<file path="config.mk">
export PLATFORM = sky130hd
export DESIGN_NAME = cache_fill_fsm
export DESIGN_NICKNAME = d
export VERILOG_FILES = /design/src/rtl/cache_fill_fsm.sv
export SDC_FILE = /design/constraint.sdc
export NUM_CORES = 1
export LEC_CHECK = 0
export ABC_CLOCK_PERIOD_IN_PS = 1500
export BUFFER_PORTS_ARGS = -buffer_cell sky130_fd_sc_hd__clkbuf_2
export CORE_ASPECT_RATIO = 1.2
export CORE_UTILIZATION = 43
export CTS_BUF_LIST = sky130_fd_sc_hd__clkbuf_4
export DETAILED_ROUTE_END_ITERATION = 8
export GPL_ROUTABILITY_DRIVEN = 0
export GPL_TIMING_DRIVEN = 0
export PLACE_DENSITY = 0.75
export RECOVER_POWER = 50
export SYNTH_ARGS = -nofsm -noshare
export SYNTH_HDL_FRONTEND = slang
export SYNTH_SLANG_ARGS = --single-unit
</file>
<file path="constraint.sdc">
create_clock -name clk -period 1.5 [get_ports clk]
set_input_delay 0.075 -clock clk [delete_from_list [all_inputs] [get_ports clk]]
set_output_delay 0.075 -clock clk [all_outputs]
set_load 0.01 [all_outputs]
</file>
<file path="src/rtl/cache_fill_fsm.sv">
// Cache block fill controller: issues one read per word of the missed block and steers returns into the data array.
// Optional completed-fill counter is built only when CACHE_FILL_MISS_COUNT_EN is defined.
module cache_fill_fsm #(
  parameter int WORDS_PER_BLOCK = 8,
  parameter int ADDR_W          = 16
) (
  input  logic              clk,
  input  logic              rst_n,
  input  logic              miss_detected,
  input  logic [ADDR_W-1:0] miss_address,
  input  logic              memory_data_valid,
  output logic              fsm_busy,
  output logic              mem_read_en,
  output logic [ADDR_W-1:0] memory_address,
  output logic              write_data_array,
  output logic              write_tag_array,
  output logic [ADDR_W-1:0] fill_address,
  output logic [15:0]       miss_count
);

  localparam int CNT_W = $clog2(WORDS_PER_BLOCK);
  localparam int OFF_W = CNT_W + 1;
  localparam logic [CNT_W-1:0] LAST_WORD = CNT_W'(WORDS_PER_BLOCK - 1);

  localparam logic [0:0] IDLE = 1'b0;
  localparam logic [0:0] FILL = 1'b1;

  logic [0:0]              state_q, state_d;
  logic [ADDR_W-OFF_W-1:0] base_q, base_d;
  logic [CNT_W-1:0]        issue_cnt_q, issue_cnt_d;
  logic [CNT_W-1:0]        recv_cnt_q, recv_cnt_d;
  logic                    issue_done_q, issue_done_d;

  // Only the block-aligned upper address bits are stored; word offsets are concatenated below.
  assign fsm_busy         = (state_q == FILL);
  assign mem_read_en      = fsm_busy & ~issue_done_q;
  assign memory_address   = fsm_busy ? {base_q, issue_cnt_q, 1'b0} : '0;
  assign write_data_array = fsm_busy & memory_data_valid;
  assign write_tag_array  = write_data_array & (recv_cnt_q == LAST_WORD);
  assign fill_address     = fsm_busy ? {base_q, recv_cnt_q, 1'b0} : '0;

  always_comb begin
    state_d      = state_q;
    base_d       = base_q;
    issue_cnt_d  = issue_cnt_q;
    recv_cnt_d   = recv_cnt_q;
    issue_done_d = issue_done_q;
    if (state_q == IDLE) begin
      if (miss_detected) begin
        state_d      = FILL;
        base_d       = miss_address[ADDR_W-1:OFF_W];
        issue_cnt_d  = '0;
        recv_cnt_d   = '0;
        issue_done_d = 1'b0;
      end
    end else begin
      if (mem_read_en) begin
        issue_cnt_d = issue_cnt_q + CNT_W'(1);
        if (issue_cnt_q == LAST_WORD) issue_done_d = 1'b1;
      end
      if (write_data_array) begin
        recv_cnt_d = recv_cnt_q + CNT_W'(1);
        if (write_tag_array) state_d = IDLE;
      end
    end
  end

  always_ff @(posedge clk or negedge rst_n) begin
    if (!rst_n) begin
      state_q      <= IDLE;
      base_q       <= '0;
      issue_cnt_q  <= '0;
      recv_cnt_q   <= '0;
      issue_done_q <= 1'b0;
    end else begin
      state_q      <= state_d;
      base_q       <= base_d;
      issue_cnt_q  <= issue_cnt_d;
      recv_cnt_q   <= recv_cnt_d;
      issue_done_q <= issue_done_d;
    end
  end

`ifdef CACHE_FILL_MISS_COUNT_EN
  logic [15:0] miss_count_q;

  // Counts only fills that reach the tag write; a reset-aborted fill never gets there.
  always_ff @(posedge clk or negedge rst_n) begin
    if (!rst_n) begin
      miss_count_q <= 16'h0000;
    end else if (write_tag_array) begin
      miss_count_q <= miss_count_q + 16'h0001;
    end
  end

  assign miss_count = miss_count_q;
`else
  assign miss_count = 16'h0000;
`endif

endmodule

</file>
==> results.md <==
- Status: finished clean
- Initial Util: 0.457
- CP Launch Type: register
- Worst hold-check path type: in -> reg
- Max Cap Violations: 0
- Core ar.: between 2000 and 3000 sq um
- Largest net degree at the start of global routing: 21
- Commonest non-fill, non-tap cell in the layout: clkbuf_2
- CP endpoint kind: primary output
- Slew HR: 0.285
- Min Clock Period, post-route: 1450 ps
- Gate Count Post-Synth: 115
- Worst-skew pair later-pin latency: 300 ps
- CP Launch Point: recv_cnt_q[0]$_DFFE_PN0P_
- CTS tree: done
- Worst slew pin tran: about 1100 ps
- Sequential fraction of the synthesis area: 0.386
- Final setup violation count: 0
- Worst R2R End: recv_cnt_q[2]$_DFFE_PN0P_
- Total CTS buffers: 3
- Worst Skew: 6.86 ps
- Post-synthesis cell area: 1300 sq um
- Layout Area Growth over Synthesis: 37.5%
- Fmax: between 600 and 700 MHz
- Pwr/cell area: roughly 1900 nW/um^2
- Area share of the largest cell type after synthesis: 0.386
- Unique masters post-synth: 23
- Switching share of power: 0.367
- Power consumption: approximately 3.3 mW
- CTS H-tree lvls: 1
- DRC viols: 0
- Gr usage total: 0.157
- First-pass GRT wire length: 3.86 mm
- Die width: 52.1 um
- Antenna viol nets, final: 0
- Simple logic cell fraction of the synthesized area: 0.139
- Die H: 62.1 um
- Largest cells by area after synthesis: dfrtp_1, buf_4, mux2_4
- Largest family of logic cells by synthesized area: buffers and inverters
- P_int: 2.10 mW
- Drt via density: 4.26
- Max VDD drop: 1120 uV
- Crit Path Category: reg -> out
- Longest Clk Path Bufs: 2
- GRT Residual Overflow: 0
- Clock Root Buffer: clkbuf_4
- XOR/XNOR Fraction of Synth Area: 0.0135
- Synth Register Bits: 20
- Yosys top cell by area: dfrtp_1
- Cell row count: 21
- Dpl hpwl: around 1.8 mm
- Reg-to-reg startpoint: recv_cnt_q[0]$_DFFE_PN0P_
- CTS clk-pin slew, worst paths: 110 ps
- Pre-Repair DR Iteration Count: 2
- Vias in the first global route: 973
- Final hold violation count: 0
- Share of layout cells above drive strength 1: 0.531
- N_diodes: 0
- Final WL: 2.49 mm
- LEAKAGE: between 1 and 1.5 nW
- Max Slew Vio Count: 0
- Port Buffers: between 40 and 50
- Clk pwr share: 0.077
- Drt wl/cell: 10.8 um
- Post-synthesis mux area share: 0.181
- Worst setup path endpoint: write_tag_array
- Post-synthesis compound-gate area fraction: 0.0328
- Avg Cell Area, Syn: 11.3 sq um
- Comb power frac: 0.638
- Reg power frac: 0.284
- DIE AREA: 3240 sq um
- Initial drt markers: 11
- Top-Level Pins: 72
- Unrepaired setup endpoints after global routing: false
- Most frequent cells in the layout: clkbuf_2, buf_4, dfrtp_1
- Initial antenna violation count: 0
- Worst R2R Path Depth: 4
- Fin nets: 221
- Setup TNS Final: 0 ps
- Final period util: 0.968
- CTS sink count: 20
- Reg2reg setup slack: 90 ps
- NetSw: 1.21 mW
- Arr. time, crit path: 1380 ps
- Critical Path RT: between 1000 and 1500 ps
- CP max FO: 2
- Yosys Warn Count: 0
- Via count: between 900 and 1000
- Synth Area in Adders: 0.0386
-- sequential cells by signal (all words and copies together), names as in the netlist --
name / cells
issue_done_q: 1
recv_cnt_q: 3
base_q: 12
fsm_busy: 1
issue_cnt_q: 3
-- kinds of logic (layout without fill, tap and decap cells) --
logic type | count (synthesis) | in the layout
buffers and inverters | 36 | 100
AND/OR/NAND/NOR | 28 | 28
flip-flops | 20 | 20
multiplexers | 18 | 18
AO/OA/AOI/OAI | 6 | 6
adder cells (fa/ha/maj) | 4 | 4
XOR/XNOR | 2 | 2
other | 1 | 18
-- power groups by stage --
stage	combinational, mW	clock, mW	sequential (mW)
global placement	1.98	0	0.944
CTS	2.10	0.269	0.948
global route	2.33	0.293	0.973
finish	2.11	0.257	0.941
floorplan	1.43	0	0.924
detailed placement	2.03	0	0.965
-- critical path, stage by stage (launching register included) --
cell      delay, ps
dfrtp_1         410
ha_2            190
ha_1            170
and3_4          180
clkbuf_2        120
-- metal layers --
metal	vias to the layer above	wire [um]	GRT usage
met5	-	0	0
met4	0	48	0.0845
met3	5	127	0.0172
met2	42	1310	0.292
met1	439	1000	0.162
li1	494	-	-
-- per-stage QoR --
| step | area [sq um] | hold WS [ps] | utilization | instances | setup slack (ps) |
|---|---|---|---|---|---|
| floorplan | 1360 | -221 | - | 132 | 127 |
| global placement | 1650 | 56.2 | 0.581 | 215 | 92.7 |
| detailed placement | 1650 | 58.9 | 0.581 | 215 | 49.7 |
| CTS | 1730 | 1.67 | 0.610 | 224 | 16.1 |
| global route | 1780 | 2.53 | 0.628 | 230 | 0.339 |
| finish | 1780 | 10.5 | 0.628 | 230 | 47.9 |
-- final cells by class --
| class | count | area (sq um) |
|---|---|---|
| flip-flops and latches | 20 | 502 |
| plain buffers | 35 | 268 |
| clock buffers | 3 | 22.5 |
| multi-input cells | 76 | 601 |
| repair buffers | 60 | 340 |
| fillers | 243 | 1050 |
| well taps | 34 | 42.5 |
| clock inverters | 1 | 3.75 |
| inverters | 1 | 3.75 |
-- synthesized netlist by cell type --
cell type  number
mux2_2          4
dfrtp_1        20
inv_1           1
nor2b_1         1
ha_1            4
a21o_1          2
a22o_1          2
and2_1         19
xor2_1          1
nand2b_1        2
and3_1          1
clkbuf_1        2
mux2_4         10
buf_2           2
buf_12          1
mux2i_1         4
o21ai_0         2
conb_1          1
nor2b_4         1
buf_4          30
nor3b_1         2
xnor2_1         1
nor2_1          2
-- worst min path at each step --
stage / from / to / slack, ps / cells after the start
2_1_floorplan: rst_n / base_q[0]$_DFFE_PN0P_ / -220 / 0
3_3_place_gp: rst_n / base_q[5]$_DFFE_PN0P_ / 60 / 1
3_5_place_dp: rst_n / base_q[5]$_DFFE_PN0P_ / 60 / 1
4_1_cts: miss_address[8] / base_q[4]$_DFFE_PN0P_ / 2 / 2
5_1_grt: miss_address[6] / base_q[2]$_DFFE_PN0P_ / 3 / 2
6_report: miss_address[13] / base_q[9]$_DFFE_PN0P_ / 10 / 2
-- what timing repair did --
item	CTS	global route
pin swaps	0	0
endpoints found under the hold margin	23	4
hold buffers	4	4
resized for setup	4	4
cloned	0	0
endpoints found under the setup margin	30	13
buffers inserted	1	2
Note: power is estimated with default switching activity, not from simulation.
